[src/rtl/ibex_pkg.sv]
// Ibex-wide type definitions used by the register-file scrubber.
package ibex_pkg;

    typedef enum logic [2:0] {
        SCRUB_IDLE,
        SCRUB_WAIT,
        SCRUB_READ,
        SCRUB_CHECK,
        SCRUB_WRITE
    } scrub_state_e;

endpackage

[src/rtl/prim_secded_pkg.sv]
// Shared constants for the inverted Hsiao (39,32) SEC-DED code: widths,
// per-check-bit parity masks and the inversion pattern.
package prim_secded_pkg;

    localparam int unsigned Secded3932DataW  = 32;
    localparam int unsigned Secded3932CodeW  = 39;
    localparam int unsigned Secded3932CheckW = Secded3932CodeW - Secded3932DataW;

    // Row k selects the data bits covered by check bit 32+k.
    localparam logic [38:0] SecdedInv3932Mask [7] = '{
        39'h002606BD25,
        39'h00DEBA8050,
        39'h00413D89AA,
        39'h0031234ED1,
        39'h00C2C1323B,
        39'h002DCC624C,
        39'h0098505586
    };

    // Inverting some check bits keeps all-zero and all-one words invalid.
    localparam logic [38:0] SecdedInv3932Inv = 39'h2A00000000;

endpackage

[src/rtl/prim_secded_inv_39_32_dec.sv]
// Inverted Hsiao (39,32) decoder: corrects any single-bit error in the data
// field and flags single (err_o[0]) or double (err_o[1]) errors.
module prim_secded_inv_39_32_dec
    import prim_secded_pkg::*;
(
    input  logic [Secded3932CodeW-1:0] data_i,
    output logic [Secded3932DataW-1:0] data_o,
    output logic [1:0]                 err_o
);

    logic [Secded3932CodeW-1:0]  raw;
    logic [Secded3932CheckW-1:0] syn;
    logic [Secded3932CheckW-1:0] col;

    assign raw = data_i ^ SecdedInv3932Inv;

    always_comb begin
        syn = '0;
        for (int k = 0; k < 7; k++) begin
            syn[k] = ^(raw & (SecdedInv3932Mask[k] | (39'd1 << (32 + k))));
        end
        // A data bit is flipped when the syndrome equals that bit's mask column.
        data_o = raw[31:0];
        col    = '0;
        for (int j = 0; j < 32; j++) begin
            for (int k = 0; k < 7; k++) begin
                col[k] = SecdedInv3932Mask[k][j];
            end
            data_o[j] = raw[j] ^ (syn == col);
        end
        err_o[0] = ^syn;
        err_o[1] = ~err_o[0] & (|syn);
    end

endmodule

[src/rtl/prim_secded_inv_39_32_enc.sv]
// Inverted Hsiao (39,32) encoder: appends seven check bits, then applies
// the inversion pattern.
module prim_secded_inv_39_32_enc
    import prim_secded_pkg::*;
(
    input  logic [Secded3932DataW-1:0] data_i,
    output logic [Secded3932CodeW-1:0] data_o
);

    logic [Secded3932CodeW-1:0] plain;

    assign plain = {{Secded3932CheckW{1'b0}}, data_i};

    always_comb begin
        data_o = plain;
        for (int k = 0; k < 7; k++) begin
            data_o[32+k] = ^(plain & SecdedInv3932Mask[k]);
        end
        data_o = data_o ^ SecdedInv3932Inv;
    end

endmodule

[src/rtl/ibex_rf_scrubber.sv]
// Background scrubber for the ECC-protected Ibex register file: periodically
// reads each register over port B, corrects single-bit errors in place and
// raises a sticky alert on uncorrectable ones.
module ibex_rf_scrubber
    import ibex_pkg::*;
    import prim_secded_pkg::*;
#(
    parameter bit          RV32E         = 1'b0,
    parameter logic [15:0] ScrubInterval = 16'd256
) (
    input  logic                       clk_i,
    input  logic                       rst_ni,
    input  logic                       scrub_en_i,
    input  logic                       core_rd_idle_i,
    input  logic                       core_we_i,
    input  logic [4:0]                 core_waddr_i,
    output logic                       scrub_re_o,
    output logic [4:0]                 scrub_raddr_o,
    input  logic [Secded3932CodeW-1:0] scrub_rdata_i,
    output logic                       scrub_we_o,
    output logic [4:0]                 scrub_waddr_o,
    output logic [Secded3932CodeW-1:0] scrub_wdata_o,
    output logic                       err_corr_o,
    output logic                       alert_major_o,
    output logic                       sweep_done_o
);

    localparam logic [4:0]   LastAddr = RV32E ? 5'd15 : 5'd31;
    localparam scrub_state_e StepNext = (ScrubInterval == 16'd0) ? SCRUB_READ : SCRUB_WAIT;

    scrub_state_e               state_q;
    logic [4:0]                 addr_q;
    logic [15:0]                cnt_q;
    logic [Secded3932CodeW-1:0] word_q;
    logic                       cancel_q;
    logic                       alert_q;

    logic [Secded3932DataW-1:0] dec_data;
    logic [1:0]                 dec_err;
    logic                       hazard;
    logic                       step_done;
    logic [4:0]                 addr_inc;

    prim_secded_inv_39_32_dec u_dec (
        .data_i (word_q),
        .data_o (dec_data),
        .err_o  (dec_err)
    );

    prim_secded_inv_39_32_enc u_enc (
        .data_i (dec_data),
        .data_o (scrub_wdata_o)
    );

    assign hazard   = core_we_i && (core_waddr_i == addr_q);
    assign addr_inc = (addr_q == LastAddr) ? 5'd1 : addr_q + 5'd1;

    // A step finishes in CHECK unless a write-back is still owed, and in WRITE
    // once the write port is free or the core has overwritten the register.
    assign step_done = ((state_q == SCRUB_CHECK) && (!dec_err[0] || cancel_q || hazard)) ||
                       ((state_q == SCRUB_WRITE) && (!core_we_i || hazard));

    always_ff @(posedge clk_i or negedge rst_ni) begin
        if (!rst_ni) begin
            state_q  <= SCRUB_IDLE;
            addr_q   <= 5'd1;
            cnt_q    <= '0;
            word_q   <= '0;
            cancel_q <= 1'b0;
            alert_q  <= 1'b0;
        end else begin
            if ((state_q == SCRUB_CHECK) && dec_err[1]) begin
                alert_q <= 1'b1;
            end
            if (!scrub_en_i) begin
                state_q  <= SCRUB_IDLE;
                cancel_q <= 1'b0;
            end else if (step_done) begin
                addr_q   <= addr_inc;
                cnt_q    <= ScrubInterval;
                state_q  <= StepNext;
                cancel_q <= 1'b0;
            end else begin
                unique case (state_q)
                    SCRUB_IDLE: begin
                        cnt_q   <= ScrubInterval;
                        state_q <= StepNext;
                    end
                    SCRUB_WAIT: begin
                        if (cnt_q <= 16'd1) begin
                            cnt_q   <= '0;
                            state_q <= SCRUB_READ;
                        end else begin
                            cnt_q <= cnt_q - 16'd1;
                        end
                    end
                    SCRUB_READ: begin
                        if (core_rd_idle_i) begin
                            word_q   <= scrub_rdata_i;
                            cancel_q <= hazard;
                            state_q  <= SCRUB_CHECK;
                        end
                    end
                    SCRUB_CHECK: state_q <= SCRUB_WRITE;
                    SCRUB_WRITE: begin
                    end
                    default: state_q <= SCRUB_IDLE;
                endcase
            end
        end
    end

    // Port strobes depend on same-cycle arbitration inputs, so they stay combinational.
    assign scrub_re_o    = scrub_en_i && (state_q == SCRUB_READ) && core_rd_idle_i;
    assign scrub_we_o    = scrub_en_i && (state_q == SCRUB_WRITE) && !core_we_i;
    assign scrub_raddr_o = addr_q;
    assign scrub_waddr_o = addr_q;
    assign err_corr_o    = (state_q == SCRUB_CHECK) && dec_err[0];
    assign sweep_done_o  = (state_q == SCRUB_CHECK) && (addr_q == LastAddr);
    assign alert_major_o = alert_q;

endmodule
[config.mk]
export PLATFORM = sky130hd
export DESIGN_NAME = ibex_rf_scrubber
export DESIGN_NICKNAME = d
export VERILOG_FILES = /design/src/rtl/ibex_pkg.sv /design/src/rtl/prim_secded_pkg.sv /design/src/rtl/prim_secded_inv_39_32_dec.sv /design/src/rtl/prim_secded_inv_39_32_enc.sv /design/src/rtl/ibex_rf_scrubber.sv
export SDC_FILE = /design/constraint.sdc
export NUM_CORES = 1
export LEC_CHECK = 0
export CAP_MARGIN = 25
export CELL_PAD_IN_SITES_DETAIL_PLACEMENT = 0
export CELL_PAD_IN_SITES_GLOBAL_PLACEMENT = 2
export CORE_ASPECT_RATIO = 0.5
export CORE_MARGIN = 5
export CORE_UTILIZATION = 35
export DETAILED_ROUTE_END_ITERATION = 16
export GPL_TIMING_DRIVEN = 0
export MAX_ROUTING_LAYER = met4
export PLACE_DENSITY = 0.93
export SYNTH_ARGS = -nofsm -noshare
export SYNTH_HDL_FRONTEND = slang
export SYNTH_SLANG_ARGS = --single-unit
[constraint.sdc]
create_clock -name clk_i -period 10.5 [get_ports clk_i]
set_input_delay 1.575 -clock clk_i [delete_from_list [all_inputs] [get_ports clk_i]]
set_output_delay 1.575 -clock clk_i [all_outputs]
set_load 0.02 [all_outputs]
# After elaboration in Yosys (flattened, before gate mapping)
# Index checks and enable logic that the tools add are counted.
# totals
latch_bits	0
out_inout_bits	54
in_bits	49
memories	0
mem_bits_ro	0
ramBits	0
reg_bits	65
# op_classes
n_reduce_logical	39
n_mux	13
div	0
addsub	2
n_eq_ne	43
mul	0
magnitude_cmp	1
bitwise	37
shift	0
# op_table
cell	n
XOR reduction 39 bit	14
equality test 7 bit, second input constant	12
equality test 7 x 6 -> 1 bit, second input constant	10
equality test 7 x 5 -> 1 bit, second input constant	6
2-to-1 mux 16 bit	2
one-hot mux 16 bit (2 select lines)	1
bitwise XOR 1 bit	32
equality test 7 x 4 -> 1 bit, second input constant	3
<= comparator 16 x 1 -> 1 bit, second input constant	1
subtractor 16 x 1 -> 16 bit, second input constant	1
one-hot mux 3 bit (5 select lines)	1
2-to-1 mux 3 bit	4
logical AND 1 bit	10
!= test 4 bit, second input constant	2
equality test 7 x 3 -> 1 bit, second input constant	1
OR reduction 7 bit	1
XOR reduction 7 bit	1
equality test 3 x 2 -> 1 bit, second input constant	2
!= test 3 x 1 -> 1 bit, second input constant	2
NOT 3 bit	2
AND reduction 2 bit	3
adder 5 x 1 -> 5 bit, second input constant	1
equality test 5 bit	1
equality test 5 bit, second input constant	1
13 further kinds	21

# Depth between registers and ports, before layout
# depth
depth_word	10
ltp_mapped	17
ltp_nobuf	15

# By module
# A second synthesis with hierarchy kept.
# hier_totals
hier_cells	494
area_unflattened_um2	5536.6
# modules_own_cells
module	instances	cells_per_inst	area_per_inst_um2	seq_area_each_um2
ibex_rf_scrubber	1	262	3104.2	1627.8
prim_secded_inv_39_32_dec	1	149	1502.7	0.0
prim_secded_inv_39_32_enc	1	83	929.6	0.0

# Least setup slack after synthesis
# Ideal clock, no wire load.
# synth_timing
path_type	register -> output
startpoint	reg word_q[25]
endpoint	out scrub_wdata_o[34]
stages_incl_launch_ff	15
arrival_ps	3458
path_slack_ps	5467
required_ps	8925
path_cell_list	dfrtp_1 > clkbuf_1 > xnor2_1 > xnor2_1 > xnor2_1 > xnor2_1 > xor2_1 > inv_1 > ha_1 > clkbuf_1 > nand2_1 > nor2_1 > xor2_1 > xnor3_1 > xnor3_1
# synth_between
elab_chain_cells	4
word_cells_on_any_way	32
cone_classes	eq/ne (14); bitwise (14); reduce/logical (4)
# synth_rtl
element	line	source
start: declaration	ibex_rf_scrubber.sv:34	logic [Secded3932CodeW-1:0] word_q;
start signal: assignment	ibex_rf_scrubber.sv:99	word_q <= scrub_rdata_i;
XOR reduction 39 bit	prim_secded_inv_39_32_dec.sv:20	syn[k] = ^(raw & (SecdedInv3932Mask[k] | (39'd1 << (32 + k))));
equality test 7 x 5 -> 1 bit *	prim_secded_inv_39_32_dec.sv:29	data_o[j] = raw[j] ^ (syn == col);
bitwise XOR 1 bit *	prim_secded_inv_39_32_dec.sv:29	
via scrub_wdata_o[16]	ibex_rf_scrubber.sv:22	output logic [Secded3932CodeW-1:0] scrub_wdata_o,
XOR reduction 39 bit *	prim_secded_inv_39_32_enc.sv:17	data_o[32+k] = ^(plain & SecdedInv3932Mask[k]);
end: declaration	ibex_rf_scrubber.sv:22	
# The timed path passes the listed nets; every way through them passes the cells marked *.

# Worst setup path in the final report
# layout_timing
startpoint	reg word_q[4]
endpoint	out scrub_wdata_o[38]
# layout_between
elab_chain_cells	4
word_cells_on_any_way	28
cone_classes	eq/ne (12); bitwise (12); reduce/logical (4)
# layout_rtl
element	line
XOR reduction 39 bit	prim_secded_inv_39_32_dec.sv:20
equality test 7 bit	prim_secded_inv_39_32_dec.sv:29
bitwise XOR 1 bit	prim_secded_inv_39_32_dec.sv:29
XOR reduction 39 bit *	prim_secded_inv_39_32_enc.sv:17
# Every way passes the cells marked *; elsewhere a longest branch is shown, timed or not.

==> flow_summary.rst <==
.. list-table::
   :header-rows: 1

   * - Metric
     - Value
   * - Relative slew slack
     - 43.6%
   * - Total routing resource utilization after global routing
     - 17.1%
   * - Wire length of the first global-routing pass
     - 24,400 um
   * - Drt pass-1 iters
     - 4
   * - Start of the worst register-to-register path
     - word_q[4]$_DFFE_PN0P_
   * - Largest cells by area after synthesis
     - sky130_fd_sc_hd__dfrtp_1, sky130_fd_sc_hd__xnor2_1, sky130_fd_sc_hd__nand2_1, sky130_fd_sc_hd__xor2_1, sky130_fd_sc_hd__xnor3_1
   * - Post-synthesis cell area
     - 5490 um^2
   * - Utilization of the core after routing
     - 46.2%
   * - Reg-to-reg setup timing slack
     - 6280 ps
   * - Floorplan die width
     - 187 um
   * - Number of endpoints failing setup at the final stage
     - 0
   * - Routed via count divided by cell count
     - 4.78
   * - Arr. time, crit path
     - 4880 ps
   * - Final cycle utilization of the critical path
     - 61.5%
   * - Via count of the first global-routing pass
     - 4,604
   * - Placed instance count
     - 923
   * - Final instance count without filler cells
     - 939
   * - Leading cell type by number of instances after synthesis
     - sky130_fd_sc_hd__nand2_1
   * - CP Buf/Inv Count
     - 4
   * - Half-perimeter wire length of the detailed placement result
     - 12,000 um
   * - Number of vias in the routed layout
     - 4,487
   * - Layout cells sized above 1
     - 7.21%
   * - Setup repair after global routing missed its margin
     - false
   * - Class of the worst hold path
     - flip-flop to flip-flop
   * - Critical Path Slowest Stage Cell
     - sky130_fd_sc_hd__clkdlybuf4s50_1
   * - Overall routed net length
     - 15,200 um
   * - Number of flip-flops and latches in the synthesized netlist
     - 65
   * - Hold Slack
     - 483 ps
   * - Io pins
     - 103
   * - Area share of the largest cell type after synthesis
     - 29.2%
   * - Number of antenna violations at the first check in global routing
     - 0
   * - Layout Area Growth over Synthesis
     - 29.2%
   * - Predominant post-synthesis flop cell
     - sky130_fd_sc_hd__dfrtp_1
   * - Element type at the critical path start
     - flip-flop
   * - Hold-fix buffer count after cts
     - 0
   * - Post-synthesis area per instance
     - 8.90 um^2
   * - Post-synth ARST share
     - 100%
   * - Clock buffer count from CTS
     - 9
   * - Number of nets in the final layout
     - 795
   * - Worst Reg2Reg Path Length in Cells
     - 14
   * - Share of the yosys chip area belonging to registers
     - 29.6%
   * - H-tree Lvls
     - 3
   * - Hold endpoint
     - cnt_q[12]$_DFFE_PN0P_
   * - Kind of cell adding the most delay to the critical path
     - XOR/XNOR gates
   * - Pin count of the biggest net entering global routing
     - 66
   * - Residual overflow from global routing
     - 0
   * - Number of remaining DRC errors
     - 0
   * - Slew Limit Fails
     - 0
   * - Ranking of synthesized cells by instance count
     - sky130_fd_sc_hd__nand2_1, sky130_fd_sc_hd__xnor2_1, sky130_fd_sc_hd__dfrtp_1
   * - Count of buffers from port buffering
     - 102
   * - Core box area
     - 15,400 um^2
   * - Antenna Violating Nets Remaining
     - 0
   * - Cell type contributing the most total cell area after synthesis
     - sky130_fd_sc_hd__dfrtp_1
   * - Post-Syn Nets
     - 682
   * - Min Tclk post-route
     - 6450 ps
   * - Insertion delay of the later-clocked pin in the worst-skew pair
     - 330 ps
   * - Count of max-cap constraint violations
     - 0
   * - DR iter-0 viols
     - 297
   * - Cell Chain, Critical Path
     - clkbuf_1 -> xnor2_1 -> xnor2_1 -> xnor2_1 -> xor2_1 -> inv_1 -> ha_1 -> clkbuf_1 -> xor2_1 -> and2_1 -> nand3_1 -> xnor2_1 -> xnor2_1 -> xnor3_1 -> xnor2_1 -> clkdlybuf4s50_1
   * - TNS Setup
     - 0 ps
   * - Biggest cell delay along the critical path
     - 630 ps
   * - Setup clock skew after layout
     - 5.34 ps
   * - Count of flip-flops with a built-in enable after synthesis
     - 0
   * - Worst Path Class, Setup
     - flip-flop to primary output
   * - Antenna cell count
     - 0
   * - CTS max path bufs
     - 2
   * - Post-CTS Resized
     - 0
   * - Distinct cells, synth
     - 50
   * - Number of endpoints with negative hold slack in the final report
     - 0
   * - Die height
     - 98.6 um
   * - Weighted congestion at the end of routability-driven global placement
     - 0.908
   * - Number of cells on the worst hold path
     - 1
   * - Critical R2R Capture
     - cnt_q[6]$_DFFE_PN0P_
   * - Most prevalent standard cell on the critical path
     - sky130_fd_sc_hd__xnor2_1
   * - Number of clock sinks seen by CTS
     - 65
   * - Start point of the worst min-delay path
     - cnt_q[12]$_DFFE_PN0P_
   * - Number of buffers added for setup after CTS
     - 0
   * - Clock tree from TritonCTS
     - done
   * - Area of the die
     - 18,400 um^2
   * - Yosys synthesis warning count
     - 0
   * - Wire per inst
     - 16.1 um
   * - Achievable clock frequency
     - 155 MHz
   * - Std-Cell Rows
     - 32
   * - Largest fanout of any net on the critical path
     - 10
   * - Measured slew at the worst slew-check pin
     - 838 ps
   * - Effective utilization at floorplan
     - 35.7%
   * - Gate count after technology mapping
     - 617
   * - Required time of the critical path
     - 8930 ps
   * - Clock input transition at the sequential cells of the worst setup and hold paths
     - 50 ps
   * - Clock tree root buffer cell
     - sky130_fd_sc_hd__clkbuf_16
   * - Status
     - finished clean
   * - Capturing element type of the critical path
     - primary output
   * - Fill cell count
     - 1,502
## layout by cell type, fill, tap and decap left out, types with 3 or more instances in the layout
cell type	Yosys	layout
sky130_fd_sc_hd__a21oi_1	3	3
sky130_fd_sc_hd__and2_1	3	3
sky130_fd_sc_hd__buf_4	5	6
sky130_fd_sc_hd__clkbuf_1	26	27
sky130_fd_sc_hd__clkbuf_16	0	9
sky130_fd_sc_hd__clkdlybuf4s50_1	0	101
sky130_fd_sc_hd__dfrtp_1	64	64
sky130_fd_sc_hd__ha_1	16	16
sky130_fd_sc_hd__inv_1	23	23
sky130_fd_sc_hd__nand2_1	138	138
sky130_fd_sc_hd__nand2b_1	7	7
sky130_fd_sc_hd__nand3_1	9	9
sky130_fd_sc_hd__nand4_1	27	27
sky130_fd_sc_hd__nor2_1	29	29
sky130_fd_sc_hd__nor2b_1	5	5
sky130_fd_sc_hd__nor3_1	10	10
sky130_fd_sc_hd__nor4_1	3	3
sky130_fd_sc_hd__o21ai_0	27	27
sky130_fd_sc_hd__o21ai_1	3	3
sky130_fd_sc_hd__o31ai_1	4	4
sky130_fd_sc_hd__or3_1	4	4
sky130_fd_sc_hd__xnor2_1	102	102
sky130_fd_sc_hd__xnor2_2	7	7
sky130_fd_sc_hd__xnor3_1	13	13
sky130_fd_sc_hd__xor2_1	44	44
sky130_fd_sc_hd__xor2_2	7	7
## state kept, by name, summed over array words and instances (netlist names)
register	flops
cnt_q	16
state_q	3
alert_major_o	1
scrub_raddr_o	5
word_q	39
cancel_q	1
## layer usage
metal	vias up	track usage [%]	share of wire, %
met5	-	-	0
met2	106	26.8	46
met4	0	3.69	0.98
met1	2149	23.3	49
li1	2220	-	-
met3	12	3.01	4.4
## final cells by class
cell class,instances,area (um^2),share of cell area [%]
multi-input cells,493,3610,50.8
flip-flops and latches,65,1630,22.9
repair buffers,102,1020,14.4
clock buffers,12,256,3.61
well taps,204,255,3.60
plain buffers,36,170,2.40
inverters,23,86.3,1.22
clock inverters,4,73.8,1.04
## stage by stage
stage	setup WS (ps)	instance area [um^2]
after floorplan	5470	5490
final	4050	7100
after CTS	4020	7100
after global placement	4460	6770
after detailed placement	4390	6770
after global routing	3760	7100
## kinds of logic after synthesis
group	share of synthesized area, %
and+or+nand+nor	21.3
buffers and inverters	4.67
adders and majority gates	3.65
AOI/OAI and AO/OA	5.04
DFF	29.6
xor gates and xnor gates	35.1
muxes	0.592
## how the worst max path moves through the flow
stage,from,endpoint,slack (ps),cells after the start
2_1_floorplan,word_q[25]$_DFFE_PN0P_,scrub_wdata_o[34],5470,14
3_3_place_gp,word_q[4]$_DFFE_PN0P_,scrub_wdata_o[38],4460,16
3_5_place_dp,word_q[4]$_DFFE_PN0P_,scrub_wdata_o[38],4390,16
4_1_cts,word_q[4]$_DFFE_PN0P_,scrub_wdata_o[38],4020,16
5_1_grt,word_q[29]$_DFFE_PN0P_,scrub_wdata_o[37],3760,14
6_report,word_q[4]$_DFFE_PN0P_,scrub_wdata_o[38],4050,16
Power is left out: the tool's default activity adds up to more than one toggle a clock period on the data nets, which glitch-free logic cannot reach.
